==> src/rtl/alu_pkg.sv <==
// ---------------------------------------------------------------------------
// alu_pkg
// Shared definitions for the logic unit and its two-port arbiter:
//   - logic unit opcode encodings
//   - requester id width and type
//   - default result for the unknown opcode
//   - result-slot state encoding
// ---------------------------------------------------------------------------
package alu_pkg;

   localparam logic [1:0] LU_AND = 2'b00;
   localparam logic [1:0] LU_OR  = 2'b01;
   localparam logic [1:0] LU_XOR = 2'b10;
   localparam logic [1:0] LU_UNK = 2'b11;

   localparam int unsigned REQ_ID_W = 1;
   typedef logic [REQ_ID_W-1:0] req_id_t;

   localparam logic [31:0] LU_UNKNOWN_RESULT_DEFAULT = 32'h0000_0000;

   typedef enum logic {
      SLOT_EMPTY = 1'b0,
      SLOT_FULL  = 1'b1
   } slot_state_e;

endpackage

==> src/rtl/logic_unit_arbiter_if.sv <==
// ---------------------------------------------------------------------------
// logic_unit_arbiter_if
// Request/response bundle between two requesters and logic_unit_arbiter.
//   req0_* / req1_* : request channels (valid/ready, operands, opcode)
//   rsp0_* / rsp1_* : response channels (valid/ready)
//   rsp_result_o / rsp_err_o : result slot shared by both response channels
// Modports:
//   master : requester side (drives requests and response readies)
//   slave  : arbiter side
// ---------------------------------------------------------------------------
interface logic_unit_arbiter_if;

   logic        req0_valid_i;
   logic        req0_ready_o;
   logic [31:0] req0_op_a_i;
   logic [31:0] req0_op_b_i;
   logic [1:0]  req0_opcode_i;

   logic        req1_valid_i;
   logic        req1_ready_o;
   logic [31:0] req1_op_a_i;
   logic [31:0] req1_op_b_i;
   logic [1:0]  req1_opcode_i;

   logic        rsp0_valid_o;
   logic        rsp0_ready_i;
   logic        rsp1_valid_o;
   logic        rsp1_ready_i;
   logic [31:0] rsp_result_o;
   logic        rsp_err_o;

   modport master (
      output req0_valid_i, req0_op_a_i, req0_op_b_i, req0_opcode_i,
      output req1_valid_i, req1_op_a_i, req1_op_b_i, req1_opcode_i,
      output rsp0_ready_i, rsp1_ready_i,
      input  req0_ready_o, req1_ready_o,
      input  rsp0_valid_o, rsp1_valid_o, rsp_result_o, rsp_err_o
   );

   modport slave (
      input  req0_valid_i, req0_op_a_i, req0_op_b_i, req0_opcode_i,
      input  req1_valid_i, req1_op_a_i, req1_op_b_i, req1_opcode_i,
      input  rsp0_ready_i, rsp1_ready_i,
      output req0_ready_o, req1_ready_o,
      output rsp0_valid_o, rsp1_valid_o, rsp_result_o, rsp_err_o
   );

endinterface

==> src/rtl/logic_unit.sv <==
// ---------------------------------------------------------------------------
// logic_unit
// Purely combinational bitwise unit.
//   op_a_i, op_b_i : 32-bit operands
//   opcode_i       : 00 AND, 01 OR, 10 XOR, 11 unknown
//   result_o       : result; UNKNOWN_OPCODE_RESULT for opcode 11
// ---------------------------------------------------------------------------
module logic_unit
   import alu_pkg::*;
#(
   parameter logic [31:0] UNKNOWN_OPCODE_RESULT = LU_UNKNOWN_RESULT_DEFAULT
) (
   input  logic [31:0] op_a_i,
   input  logic [31:0] op_b_i,
   input  logic [1:0]  opcode_i,
   output logic [31:0] result_o
);

   always_comb begin
      result_o = UNKNOWN_OPCODE_RESULT;
      case (opcode_i)
         LU_AND:  result_o = op_a_i & op_b_i;
         LU_OR:   result_o = op_a_i | op_b_i;
         LU_XOR:  result_o = op_a_i ^ op_b_i;
         default: result_o = UNKNOWN_OPCODE_RESULT;
      endcase
   end

endmodule

==> src/rtl/logic_unit_arbiter.sv <==
// ---------------------------------------------------------------------------
// logic_unit_arbiter
// Shares one logic_unit between two requesters with round-robin arbitration.
// The winner's result is registered into a single output slot and returned on
// that requester's response channel until it is accepted.
//   clk_i  : clock, rising edge
//   rst_i  : synchronous active-high reset
//   bus    : request/response bundle (slave side)
// Parameters:
//   UNKNOWN_OPCODE_RESULT : result for opcode 11, forwarded to logic_unit
//   INIT_PRIO             : requester holding priority after reset
// ---------------------------------------------------------------------------
module logic_unit_arbiter
   import alu_pkg::*;
#(
   parameter logic [31:0] UNKNOWN_OPCODE_RESULT = LU_UNKNOWN_RESULT_DEFAULT,
   parameter logic        INIT_PRIO             = 1'b0
) (
   input  logic                  clk_i,
   input  logic                  rst_i,
   logic_unit_arbiter_if.slave   bus
);

   slot_state_e state_q, state_d;
   req_id_t     owner_q, owner_d;
   req_id_t     prio_q, prio_d;
   logic        err_q, err_d;
   logic [31:0] result_q, result_d;

   logic        drain;
   logic        can_accept;
   logic        grant_vld;
   req_id_t     grant_id;
   logic [31:0] lu_op_a;
   logic [31:0] lu_op_b;
   logic [1:0]  lu_opcode;
   logic [31:0] lu_result;

   // Arbitration: the slot can take a new result when empty, or when the
   // current owner is taking its result this very cycle (back-to-back).
   always_comb begin
      drain = 1'b0;
      if (state_q == SLOT_FULL) begin
         drain = (owner_q == 1'b0) ? bus.rsp0_ready_i : bus.rsp1_ready_i;
      end
      can_accept = (state_q == SLOT_EMPTY) | drain;

      grant_id = prio_q;
      if (bus.req0_valid_i && bus.req1_valid_i) begin
         grant_id = prio_q;
      end else if (bus.req0_valid_i) begin
         grant_id = 1'b0;
      end else if (bus.req1_valid_i) begin
         grant_id = 1'b1;
      end

      // Reset suppresses the handshake so nothing is captured in that cycle.
      grant_vld = can_accept & (bus.req0_valid_i | bus.req1_valid_i) & ~rst_i;

      bus.req0_ready_o = grant_vld & (grant_id == 1'b0);
      bus.req1_ready_o = grant_vld & (grant_id == 1'b1);

      lu_op_a   = (grant_id == 1'b1) ? bus.req1_op_a_i   : bus.req0_op_a_i;
      lu_op_b   = (grant_id == 1'b1) ? bus.req1_op_b_i   : bus.req0_op_b_i;
      lu_opcode = (grant_id == 1'b1) ? bus.req1_opcode_i : bus.req0_opcode_i;
   end

   logic_unit #(
      .UNKNOWN_OPCODE_RESULT (UNKNOWN_OPCODE_RESULT)
   ) u_logic_unit (
      .op_a_i   (lu_op_a),
      .op_b_i   (lu_op_b),
      .opcode_i (lu_opcode),
      .result_o (lu_result)
   );

   // Next-state logic for the slot. An accept wins over a plain drain, which
   // keeps the slot FULL with the new data when both happen together.
   always_comb begin
      state_d  = state_q;
      owner_d  = owner_q;
      prio_d   = prio_q;
      err_d    = err_q;
      result_d = result_q;
      if (grant_vld) begin
         state_d  = SLOT_FULL;
         owner_d  = grant_id;
         err_d    = (lu_opcode == LU_UNK);
         result_d = lu_result;
         prio_d   = ~grant_id;
      end else if (drain) begin
         state_d = SLOT_EMPTY;
      end
   end

   // State register
   always_ff @(posedge clk_i) begin
      if (rst_i) begin
         state_q  <= SLOT_EMPTY;
         owner_q  <= 1'b0;
         prio_q   <= INIT_PRIO;
         err_q    <= 1'b0;
         result_q <= 32'h0000_0000;
      end else begin
         state_q  <= state_d;
         owner_q  <= owner_d;
         prio_q   <= prio_d;
         err_q    <= err_d;
         result_q <= result_d;
      end
   end

   // Response outputs
   always_comb begin
      bus.rsp0_valid_o = (state_q == SLOT_FULL) & (owner_q == 1'b0);
      bus.rsp1_valid_o = (state_q == SLOT_FULL) & (owner_q == 1'b1);
      bus.rsp_result_o = result_q;
      bus.rsp_err_o    = err_q;
   end

endmodule

==> src/flat_wrapper.sv <==
// flat-port wrapper written by rule: the top's interface ports become plain ports
module logic_unit_arbiter_flat import alu_pkg::*;
#(
   parameter logic [31:0] UNKNOWN_OPCODE_RESULT = LU_UNKNOWN_RESULT_DEFAULT,
   parameter logic        INIT_PRIO             = 1'b0
)
  (clk_i, rst_i, bus_req0_valid_i, bus_req0_op_a_i, bus_req0_op_b_i, bus_req0_opcode_i, bus_req1_valid_i, bus_req1_op_a_i, bus_req1_op_b_i, bus_req1_opcode_i, bus_rsp0_ready_i, bus_rsp1_ready_i, bus_req0_ready_o, bus_req1_ready_o, bus_rsp0_valid_o, bus_rsp1_valid_o, bus_rsp_result_o, bus_rsp_err_o);
  logic_unit_arbiter_if bus_i ();
  input  logic clk_i;
  input  logic rst_i;
  input wire logic [$bits(bus_i.req0_valid_i)-1:0] bus_req0_valid_i;
  input wire logic [$bits(bus_i.req0_op_a_i)-1:0] bus_req0_op_a_i;
  input wire logic [$bits(bus_i.req0_op_b_i)-1:0] bus_req0_op_b_i;
  input wire logic [$bits(bus_i.req0_opcode_i)-1:0] bus_req0_opcode_i;
  input wire logic [$bits(bus_i.req1_valid_i)-1:0] bus_req1_valid_i;
  input wire logic [$bits(bus_i.req1_op_a_i)-1:0] bus_req1_op_a_i;
  input wire logic [$bits(bus_i.req1_op_b_i)-1:0] bus_req1_op_b_i;
  input wire logic [$bits(bus_i.req1_opcode_i)-1:0] bus_req1_opcode_i;
  input wire logic [$bits(bus_i.rsp0_ready_i)-1:0] bus_rsp0_ready_i;
  input wire logic [$bits(bus_i.rsp1_ready_i)-1:0] bus_rsp1_ready_i;
  output wire logic [$bits(bus_i.req0_ready_o)-1:0] bus_req0_ready_o;
  output wire logic [$bits(bus_i.req1_ready_o)-1:0] bus_req1_ready_o;
  output wire logic [$bits(bus_i.rsp0_valid_o)-1:0] bus_rsp0_valid_o;
  output wire logic [$bits(bus_i.rsp1_valid_o)-1:0] bus_rsp1_valid_o;
  output wire logic [$bits(bus_i.rsp_result_o)-1:0] bus_rsp_result_o;
  output wire logic [$bits(bus_i.rsp_err_o)-1:0] bus_rsp_err_o;
  assign bus_i.req0_valid_i = bus_req0_valid_i;
  assign bus_i.req0_op_a_i = bus_req0_op_a_i;
  assign bus_i.req0_op_b_i = bus_req0_op_b_i;
  assign bus_i.req0_opcode_i = bus_req0_opcode_i;
  assign bus_i.req1_valid_i = bus_req1_valid_i;
  assign bus_i.req1_op_a_i = bus_req1_op_a_i;
  assign bus_i.req1_op_b_i = bus_req1_op_b_i;
  assign bus_i.req1_opcode_i = bus_req1_opcode_i;
  assign bus_i.rsp0_ready_i = bus_rsp0_ready_i;
  assign bus_i.rsp1_ready_i = bus_rsp1_ready_i;
  assign bus_req0_ready_o = bus_i.req0_ready_o;
  assign bus_req1_ready_o = bus_i.req1_ready_o;
  assign bus_rsp0_valid_o = bus_i.rsp0_valid_o;
  assign bus_rsp1_valid_o = bus_i.rsp1_valid_o;
  assign bus_rsp_result_o = bus_i.rsp_result_o;
  assign bus_rsp_err_o = bus_i.rsp_err_o;
  logic_unit_arbiter #(.UNKNOWN_OPCODE_RESULT(UNKNOWN_OPCODE_RESULT), .INIT_PRIO(INIT_PRIO)) u_core (.clk_i(clk_i), .rst_i(rst_i), .bus(bus_i));
endmodule
==> config.mk <==
export PLATFORM = sky130hd
export DESIGN_NAME = logic_unit_arbiter_flat
export DESIGN_NICKNAME = d
export VERILOG_FILES = /design/src/rtl/alu_pkg.sv /design/src/rtl/logic_unit_arbiter_if.sv /design/src/rtl/logic_unit.sv /design/src/rtl/logic_unit_arbiter.sv /design/src/flat_wrapper.sv
export SDC_FILE = /design/constraint.sdc
export NUM_CORES = 1
export LEC_CHECK = 0
export ABC_AREA = 1
export BUFFER_PORTS_ARGS = -buffer_cell sky130_fd_sc_hd__buf_2
export CAP_MARGIN = 25
export CORE_MARGIN = 3
export CORE_UTILIZATION = 30
export DETAILED_ROUTE_END_ITERATION = 7
export GPL_TIMING_DRIVEN = 0
export PLACE_DENSITY = 0.54
export SKIP_LAST_GASP = 1
export SLEW_MARGIN = 0
export SYNTH_ARGS = -nofsm -noshare
export SYNTH_HDL_FRONTEND = slang
export SYNTH_HIERARCHICAL = 1
export SYNTH_SLANG_ARGS = --single-unit
==> constraint.sdc <==
create_clock -name clk_i -period 2.5 [get_ports clk_i]
set_input_delay 0.25 -clock clk_i [delete_from_list [all_inputs] [get_ports clk_i]]
set_output_delay 0.25 -clock clk_i [all_outputs]
set_load 0.02 [all_outputs]
==> results of run 1 <==
## layout by cell type, fill, tap and decap left out, drive strengths merged
| cell type | n |
|---|---|
| nand3 | 103 |
| ha | 64 |
| a31oi | 1 |
| dfxtp | 36 |
| nor2 | 3 |
| clkinv | 4 |
| buf | 213 |
| inv | 77 |
| nand3b | 32 |
| nand2 | 302 |
| clkbuf | 6 |
| o21ai | 2 |
## final timing paths
check                              start                           to
min reg2reg  u_core/bus.rsp_result_o[17]  u_core/bus.rsp_result_o[17]
min                                rst_i               u_core/state_q
max reg2reg                u_core/prio_q   u_core/bus.rsp_result_o[7]
max                        u_core/prio_q   u_core/bus.rsp_result_o[7]
## metrics by stage
stage	cells	power, mW	utilization, %	hold slack (ps)
5_1_grt	1019	2.804	40.41	242.2
3_3_place_gp	1011	1.966	39.35	455.9
6_report	1019	2.555	40.41	252.1
3_5_place_dp	1011	1.972	39.35	457.2
4_1_cts	1019	2.607	40.41	239.9
2_1_floorplan	661	1.556	-	319.4
## sequential cells by signal, summed over array words and instances (netlist names)
name / cells
u_core/bus.rsp_result_o: 32
u_core/owner_q: 1
u_core/bus.rsp_err_o: 1
u_core/state_q: 1
u_core/prio_q: 1
## power groups by stage
stage / combinational [mW] / sequential (mW) / clock, mW
after floorplan: 0.778 / 0.778 / 0
after global placement: 1.27 / 0.700 / 0
after detailed placement: 1.27 / 0.700 / 0
after CTS: 1.28 / 0.689 / 0.641
after global routing: 1.44 / 0.697 / 0.667
final: 1.25 / 0.687 / 0.613
## cell families after synthesis
group           Yosys count  share of synthesized area (%)
compound gates            3                         0.3853
fa+ha+maj                64                          18.96
buf+inv                 118                          14.43
flops                    36                          17.07
simple gates            440                          49.16
## final cells by class
cell class / instances / area, um^2
tap: 176 / 220.2
sequential: 36 / 720.7
clock inverter: 3 / 18.77
inverter: 78 / 292.8
multi-input combinational: 507 / 2893
buffer: 40 / 316.6
clock buffer: 5 / 125.1
fill: 1537 / 8048
timing repair buffer: 174 / 870.8
## worst register-to-register path: cells and delay by family, from the launching register on
kind | cells | cell delay, ps
AND/OR/NAND/NOR | 8 | 850
flip-flops | 1 | 310
buffers and inverters | 3 | 540
adder cells (fa/ha/maj) | 1 | 280
## layer usage
metal  up-vias  global-route usage [%]
li1       2410                       -
met3         2                   3.602
met5         -                       0
met2       122                   27.80
met4         0                   1.289
met1      1946                   22.41
==> impl_metrics.csv, run 1 <==
group,metric,value,unit
layout,fin_area,5458,um^2
sta,clock.fmax,478.2,MHz
die,die-width,124.6,um
worst_setup_path,crit_arrival,2260,ps
die,io_pins,175,
pwr,swShare,40.78,%
logic_synthesis,seq_area_frac_synth,17.07,%
detailed_routing,drc,0,
layout,syn2layout_area_growth,29.24,%
die,row_count,42,
sta,post-route-min-period,2091,ps
worst_setup_path,cp_common_cell,"nand2_1",
detailed_routing,detail_route.first_pass.iterations,4,
sta,slew_headroom,65.91,%
logic_synthesis,synth.top_cells.by_count,"nand2_1 (300), nand3_1 (77), inv_1 (74)",
pwr,p_leak,3.464,nW
clock_network,cts_root_buf,"clkbuf_16",
sta,setup_slack,408.7,ps
worst_setup_path,start_kind,"register",
sta,fin_tns_setup,0,ps
pwr,power_frac_seq,26.9,%
pwr,clkPwrFrac,24.0,%
detailed_routing,viasPerCell,4.396,
place,postPlaceCellArea,5314,um^2
clock_network,cts_buffers,5,
worst_setup_path,path_delay_family,"simple AND/OR/NAND/NOR gates",
logic_synthesis,synth_area_per_cell,6.389,um^2
logic_synthesis,synthTopCellsByArea,"nand2_1 (27%), ha_1 (19%), dfxtp_1 (17%)",
global_route,grt_pass1_vias,4329,
global_route,gr-total-overflow,0,
detailed_routing,wl_met3,855,um
layout,nets,1044,
place,port-buffer-count,174,
logic_synthesis,yosys_warnings,6,
global_route,grt_usage,16.45,%
layout,n_antenna_cell,0,
clock_network,cts_htree_levels,2,
clock_network,clk_pin_slew,60,ps
sta,skew,5.408,ps
sta,rsz0062_at_grt,"false",
sta,slew_violations,0,
worst_setup_path,rrSetupSlack,410,ps
sta,hold_violations,0,
place,dp_hpwl,10.35,mm
detailed_routing,wl_met1,6.232,mm
die,dieArea,15540,um^2
logic_synthesis,synth_area_leader_cell,"nand2_1",
detailed_routing,ant_nets,0,
hold_path,holdPathStages,2,
pwr,power_density,468.2,nW/um^2
clock_network,cts_hold_buf,0,
die,die_h,124.6,um
place,place_ws,385.0,ps
outcome,status,"complete, no violations",
logic_synthesis,synth_nets,863,
worst_setup_path,slowest_delay,430,ps
die,initial_core_util,31.27,%
detailed_routing,drt-initial-drc-count,194,
pwr,p_int,1.513,mW
logic_synthesis,synth_top_area_share,26.67,%
flow_run,cap_violations,0,
pwr,pwr-share-comb,49.1,%
logic_synthesis,netlist_instances,661,
worst_setup_path,worst-path-stages,12,
clock_network,cts_tree,"done",
die,core,13510,um^2
clock_network,insertion_delay,280,ps
worst_setup_path,r2r_cells,12,
global_route,antenna_found_initial,0,
detailed_routing,dr_wl_met2,5.827,mm
clock_network,post-cts-setup-buffer-count,0,
global_route,grt_max_degree,13,
detailed_routing,routed_wl,12.94,mm
pwr,netSwitchingPower,1.042,mW
clock_network,cts_resized,0,
detailed_routing,dr.max_layer_used,"met4",
logic_synthesis,yosysUniqueCellTypes,19,
pwr,irDropWorstVdd,0.2386,mV
sta,setup_viol,0,
place,place_congestion,0.7808,
logic_synthesis,syn-cell-area,4223,um^2
logic_synthesis,async_flop_share,0,%
worst_setup_path,critPathSlowestCell,"clkbuf_1",
sta,finalCritPeriodShare,83.65,%
worst_setup_path,crit_path_end_kind,"register",
layout,drive_above_1_share,30.13,%
logic_synthesis,yosysMostFrequentCell,"nand2_1",
detailed_routing,wl_per_cell,12.70,um
global_route,grt_pass1_wl,21.40,mm
worst_setup_path,path_cells,"inv_1 -> nand2_1 -> nand2_1 -> clkbuf_1 -> nand2_1 -> nand2_1 -> inv_1 -> ha_1 -> nand3_1 -> nand3_1 -> nand2_1 -> nand2_1",
clock_network,max-clock-path-buffers,2,
detailed_routing,route.vias.total,4480,
worst_setup_path,worst-path-buf-inv,3,
logic_synthesis,ys.flop_type,"dfxtp_1",
hold_path,hold_class,"primary input to register",
worst_setup_path,critPathMaxFanout,10,
sta,tightestPinTransition,511.4,ps
worst_setup_path,critical_path_class,"register to register",
logic_synthesis,synth_edf_count,0,
logic_synthesis,ys_ff_latch,36,
clock_network,numClockSinks,36,
worst_setup_path,crit_required,2670,ps
Note: power is estimated with default switching activity, not from simulation.
==> inputs of run 2 (changes only) <==
Settings changed: PLACE_DENSITY 0.54 to 0.56.
Clock period 2.5 ns to 1.9 ns, I/O delays scaled along.
==> run 2 against run 1 <==
Compared with the run above: cell count rose by 1.2%; clock-buffer cell count up 1; utilization is 4.3 points higher; worst setup slack lost 330 ps; die area did not move; clock skew shrank 2.2 ps; via count is 3.0% higher; total power up 45%; maximum frequency grew 15%; critical path depth is 2 higher; critical path type unchanged; largest cell class unchanged.
==> impl_metrics.csv, run 2 (synthesis results as in run 1) <==
group,metric,value,unit
outcome,status,"complete, no violations",
worst_setup_path,critical_path_class,"register to register",
detailed_routing,drt-initial-drc-count,173,
clock_network,insertion_delay,280,ps
detailed_routing,routed_wl,13.75,mm
hold_path,holdPathStages,2,
detailed_routing,detail_route.first_pass.iterations,6,
pwr,power_density,615.1,nW/um^2
die,io_pins,175,
pwr,swShare,40.32,%
layout,final_common_cell,"nand2_1",
worst_setup_path,rrSetupSlack,80,ps
worst_setup_path,crit_start,"u_core/prio_q",
worst_setup_path,crit_arrival,1990,ps
clock_network,cts_htree_levels,2,
sta,holdWs,176.1,ps
sta,rsz0062_at_grt,"true",
sta,setup_viol,0,
layout,nets,1056,
layout,fin_area,6032,um^2
detailed_routing,ant_nets,0,
pwr,irDropWorstVdd,0.3794,mV
layout,drive_above_1_share,37.66,%
pwr,total_power,3.710,mW
worst_setup_path,start_kind,"register",
global_route,gr-total-overflow,0,
worst_setup_path,critPathMaxFanout,7,
worst_setup_path,path_delay_family,"simple AND/OR/NAND/NOR gates",
layout,nFillCells,1498,
die,die_h,124.6,um
worst_setup_path,r2r_start,"u_core/prio_q",
pwr,clkPwrFrac,23.3,%
worst_setup_path,crit_required,2070,ps
layout,final_cell_mix,"nand2_1 (271), buf_2 (184), inv_1 (71), nand3_1 (61), ha_1 (58)",
sta,tightestPinTransition,256.2,ps
detailed_routing,viasPerCell,4.474,
die,initial_core_util,31.27,%
worst_setup_path,crit_path_end_kind,"register",
die,die-width,124.6,um
place,place_congestion,0.7451,
global_route,grt_pass1_wl,21.53,mm
layout,n_antenna_cell,0,
worst_setup_path,worst-path-stages,14,
hold_path,hold_class,"primary input to register",
clock_network,clk_pin_slew,60,ps
sta,setup_slack,83.19,ps
sta,slew_violations,0,
worst_setup_path,r2r_cells,14,
place,place_ws,-222.7,ps
global_route,grt_pass1_vias,4489,
worst_setup_path,slowest_delay,350,ps
worst_setup_path,crit_end,"u_core/bus.rsp_result_o[19]",
place,dp_hpwl,10.40,mm
place,port-buffer-count,174,
sta,hold_violations,0,
worst_setup_path,rr_endpoint,"u_core/bus.rsp_result_o[19]",
global_route,antenna_found_initial,0,
layout,syn2layout_area_growth,42.84,%
global_route,grt_usage,16.58,%
sta,slew_headroom,82.92,%
worst_setup_path,path_cells,"inv_2 -> nand2_4 -> nand2_8 -> inv_8 -> buf_12 -> clkbuf_16 -> nand2_1 -> nand2_1 -> inv_1 -> ha_1 -> nand3_1 -> nand3_1 -> nand2_1 -> nand2_1",
die,dieArea,15540,um^2
worst_setup_path,worst-path-buf-inv,5,
clock_network,cts_tree,"done",
detailed_routing,wl_per_cell,13.34,um
pwr,power_frac_seq,24.3,%
layout,utilization,44.66,%
clock_network,cts_hold_buf,0,
clock_network,cts_buffers,5,
worst_setup_path,critPathSlowestCell,"dfxtp_2",
clock_network,cts_root_buf,"clkbuf_16",
flow_run,cap_violations,0,
detailed_routing,drc,0,
worst_setup_path,cp_common_cell,"nand2_1",
place,postPlaceCellArea,5314,um^2
detailed_routing,route.vias.total,4613,
sta,post-route-min-period,1817,ps
pwr,netSwitchingPower,1.496,mW
pwr,p_leak,3.642,nW
layout,largest_reg_flops,32,
die,core,13510,um^2
pwr,p_int,2.214,mW
sta,finalCritPeriodShare,95.62,%
clock_network,max-clock-path-buffers,2,
die,row_count,42,
global_route,grt_max_degree,13,
sta,clock.fmax,550.4,MHz
clock_network,numClockSinks,36,
pwr,pwr-share-comb,52.4,%
sta,skew,3.249,ps
==> run 2: cell types whose count changed in the layout (fill, tap and decap cells not counted), moves of 6 or more <==
cell,previous run,this run
nand3_1,77,61
buf_12,0,6
nand2_2,2,28
clkbuf_16,5,11
nand2_1,300,271
ha_1,64,58
buf_2,190,184
nand3_2,25,41
ha_4,0,6
==> run 2: layout make-up <==
type,count,area (um^2),share of cell area (%)
buffer,40,414.1,6.866
clock buffer,6,138.9,2.302
clock inverter,2,13.76,0.2282
inverter,78,300.3,4.978
multi-input combinational,507,3144,52.13
sequential,36,721.9,11.97
tap,176,220.2,3.651
timing repair buffer,186,1079,17.88
==> run 2: through the flow <==
stage,std cells,TNS (ps)
4_1_cts,1022,0
6_report,1031,0
5_1_grt,1031,-97.49
3_5_place_dp,1011,-5214
2_1_floorplan,661,0
3_3_place_gp,1011,-4706
==> run 2: how the worst min path moves through the flow <==
stage / from / endpoint / slack (ps)
floorplan: rst_i / u_core/state_q / 260
global placement: u_core/bus.rsp_result_o[31] / u_core/bus.rsp_result_o[31] / 460
detailed placement: u_core/bus.rsp_result_o[18] / u_core/bus.rsp_result_o[18] / 460
CTS: rst_i / u_core/state_q / 170
global route: rst_i / u_core/state_q / 180
finish: rst_i / u_core/state_q / 180
==> run 2: timing repair <==
item,in CTS,in global routing
buffers inserted,3,3
cloned,0,6
endpoints found under the hold margin,0,0
endpoints found under the setup margin,32,32
resized for setup,23,66
pin swaps,1,20
==> run 2: power by group through the flow <==
stage,clock network (mW),logic (mW),registers (mW)
after CTS,0.887,1.74,0.903
after global routing,0.935,2.20,0.916
after global placement,0,1.67,0.914
after detailed placement,0,1.68,0.920
final,0.863,1.94,0.903
after floorplan,0,1.02,1.02
==> run 2: routing by layer <==
metal / part of all wire [%] / GRT usage [%] / vias to the layer above / wire (um)
li1: - / - / 2443 / -
met4: 0.57 / 2.321 / 0 / 79
met5: 0 / 0 / - / 0
met3: 5.7 / 3.045 / 10 / 786
met1: 46 / 21.40 / 2043 / 6355
met2: 47 / 29.36 / 117 / 6532
==> inputs of run 3 (changes only) <==
Settings changed: ABC_AREA 1 to unset.
==> run 3 against run 2 <==
Compared with the run above: clock-buffer cell count up 1; critical endpoint is now u_core/bus.rsp_result_o[1]; area after synthesis stayed put; critical path depth down 4; utilization fell by 3.5 points; synthesized cell count fell by 33%; total power fell by 8.5%; the flow now finishes with violations (setup timing); flip-flop and latch count unchanged; first-iteration DRC count is 32% lower; hold slack better by 42 ps; sequential share of layout area is 1.0 points higher.
==> impl_metrics.csv, run 3 <==
group,metric,value,unit
outcome,status,"finished with violations",
outcome,violations,"setup timing",
clock_network,max-clock-path-buffers,2,
logic_synthesis,synth_top_area_share,23.47,%
logic_synthesis,yosys_warnings,6,
clock_network,cts_htree_levels,2,
worst_setup_path,critPathMaxFanout,10,
logic_synthesis,synthTopCellsByArea,"mux2_4 (23%), ha_1 (19%), dfxtp_1 (17%)",
die,initial_core_util,31.27,%
worst_setup_path,r2r_start,"u_core/prio_q",
pwr,irDropWorstVdd,0.3118,mV
layout,utilization,41.15,%
die,row_count,42,
worst_setup_path,r2r_cells,10,
pwr,netSwitchingPower,1.167,mW
die,die-width,124.6,um
sta,tightestPinTransition,778.7,ps
sta,hold_violations,0,
sta,setup_slack,-227.1,ps
layout,syn2layout_area_growth,31.61,%
global_route,antenna_found_initial,0,
pwr,swShare,34.39,%
sta,finalCritPeriodShare,112.0,%
pwr,clkPwrFrac,24.9,%
worst_setup_path,slowest_delay,310,ps
logic_synthesis,synth-simple-area-share,8.237,%
detailed_routing,ant_nets,0,
global_route,grt_max_degree,11,
logic_synthesis,synth_edf_count,0,
logic_synthesis,yosysUniqueCellTypes,30,
hold_path,hp-start,"bus_req1_opcode_i[0]",
logic_synthesis,synth_area_leader_cell,"mux2_4",
clock_network,cts_hold_buf,0,
detailed_routing,drc,0,
hold_path,whs_endpoint,"u_core/bus.rsp_err_o",
logic_synthesis,async_flop_share,0,%
place,dp_hpwl,8.949,mm
detailed_routing,drt-initial-drc-count,117,
worst_setup_path,cp_common_cell,"buf_6",
sta,rsz0062_at_grt,"true",
place,port-buffer-count,173,
logic_synthesis,ys_ff_latch,36,
worst_setup_path,rr_endpoint,"u_core/bus.rsp_result_o[1]",
worst_setup_path,critical_path_class,"register to register",
pwr,power_density,610.6,nW/um^2
logic_synthesis,synth_area_per_cell,9.554,um^2
logic_synthesis,ys.flop_type,"dfxtp_1",
sta,setup_viol,32,
worst_setup_path,crit_arrival,2330,ps
worst_setup_path,crit_required,2110,ps
logic_synthesis,yosysMostFrequentCell,"mux2_4",
worst_setup_path,rrSetupSlack,-230,ps
hold_path,hold_class,"primary input to register",
global_route,gr-total-overflow,0,
clock_network,numClockSinks,36,
logic_synthesis,synth_compound_area_share,10.84,%
logic_synthesis,seq_area_frac_synth,17.07,%
pwr,pwr-share-comb,48.9,%
worst_setup_path,start_kind,"register",
die,dieArea,15540,um^2
logic_synthesis,synth_top_family_by_area,"multiplexers",
logic_synthesis,synthAdderAreaFrac,19.23,%
flow_run,cap_violations,0,
logic_synthesis,synth_nets,644,
hold_path,holdPathStages,3,
pwr,p_leak,3.078,nW
detailed_routing,routed_wl,11.24,mm
layout,fin_area,5558,um^2
global_route,grt_usage,13.94,%
logic_synthesis,syn-cell-area,4223,um^2
clock_network,cts_tree,"done",
worst_setup_path,crit_path_end_kind,"register",
sta,post-route-min-period,2127,ps
place,postPlaceCellArea,5313,um^2
layout,largest_reg_flops,32,
global_route,grt_pass1_wl,17.72,mm
worst_setup_path,path_cells,"maj3_2 -> buf_6 -> buf_12 -> mux2_4 -> buf_6 -> nand2b_4 -> buf_8 -> o22ai_1 -> nand2_1 -> a21oi_1",
clock_network,insertion_delay,280,ps
sta,slew_violations,0,
die,core,13510,um^2
worst_setup_path,critPathSlowestCell,"dfxtp_1",
place,place_congestion,0.7612,
sta,slew_headroom,48.08,%
sta,clock.fmax,470.1,MHz
detailed_routing,route.vias.total,3594,
die,die_h,124.6,um
logic_synthesis,netlist_instances,442,
global_route,grt_pass1_vias,3636,
logic_synthesis,synth_mux_area_share,31.38,%
layout,nets,825,
layout,n_antenna_cell,0,
pwr,p_int,2.227,mW
layout,drive_above_1_share,50.40,%
sta,fin_tns_setup,-6439,ps
place,place_ws,-253.5,ps
detailed_routing,wl_per_cell,14.07,um
clock_network,clk_pin_slew,50,ps
clock_network,cts_buffers,5,
logic_synthesis,synth_xor_area_share,0,%
sta,skew,3.343,ps
detailed_routing,viasPerCell,4.498,
layout,final_cell_mix,"buf_2 (176), mux2_4 (66), inv_1 (65), ha_1 (64), nand2_1 (57)",
layout,final_common_cell,"buf_2",
clock_network,cts_root_buf,"clkbuf_16",
logic_synthesis,synth.top_cells.by_count,"mux2_4 (66), inv_1 (65), ha_1 (64)",
detailed_routing,detail_route.first_pass.iterations,6,
pwr,power_frac_seq,26.2,%
die,io_pins,175,
## run 3: power by group through the flow
stage	Clock, mW	Sequential, mW	Combinational, mW
finish	0.844	0.891	1.66
floorplan	0	0.992	1.08
detailed placement	0	0.906	1.62
global route	0.903	0.903	1.82
global placement	0	0.904	1.58
CTS	0.873	0.892	1.64
## run 3: repair_timing
action                     in CTS  in global routing
setup endpoints to repair      34                 34
hold endpoints to repair        0                  0
buffers inserted                0                  1
pin swaps                       0                  3
resized for setup               5                 13
## run 3: final cells by class
cell class / count / area [um^2]
plain buffers: 30 / 335.3
clock buffers: 7 / 152.6
fillers: 1361 / 7948
inverters: 65 / 244.0
multi-input cells: 311 / 3008
flip-flops and latches: 36 / 721.9
well taps: 176 / 220.2
repair buffers: 174 / 875.8
## run 3: metal layers
metal | part of all wire [%] | wire (um) | global-route usage (%) | vias to the layer above
li1 | - | - | - | 1838
met4 | 1.3 | 144 | 3.288 | 0
met5 | 0 | 0 | 0 | -
met2 | 51 | 5717 | 25.64 | 85
met3 | 4.6 | 512 | 2.959 | 11
met1 | 43 | 4868 | 16.45 | 1660
## run 3: logic make-up (layout without fill, tap and decap cells)
family          Yosys count  count (layout)
mux                      99              99
compound gates           70              70
fa+ha+maj                65              65
buf+inv                  95             276
simple gates             77              77
flops                    36              36
## run 3: worst max-delay path: cells and delay by family, from the launching register on
kind / cells / cell delay, ps
fa+ha+maj: 1 / 300
flops: 1 / 310
mux: 1 / 300
buf+inv: 4 / 600
compound gates: 2 / 270
simple gates: 2 / 260
## run 3: how the worst max path moves through the flow
stage / endpoint / slack [ps] / from
after floorplan: u_core/bus.rsp_result_o[21] / -60 / u_core/prio_q
after global placement: u_core/bus.rsp_result_o[25] / -250 / bus_req0_valid_i
after detailed placement: u_core/bus.rsp_result_o[7] / -250 / bus_req0_valid_i
after CTS: u_core/bus.rsp_result_o[25] / -240 / u_core/prio_q
after global routing: u_core/bus.rsp_result_o[3] / -300 / u_core/prio_q
final: u_core/bus.rsp_result_o[1] / -230 / u_core/prio_q
## run 3: through the flow
| step | hold WS (ps) | std cells | total power [mW] |
|---|---|---|---|
| floorplan | 363.7 | 442 | 2.071 |
| global placement | 441.3 | 791 | 2.479 |
| detailed placement | 447.0 | 791 | 2.529 |
| CTS | 209.3 | 798 | 3.408 |
| global route | 233.0 | 799 | 3.630 |
| finish | 218.3 | 799 | 3.394 |
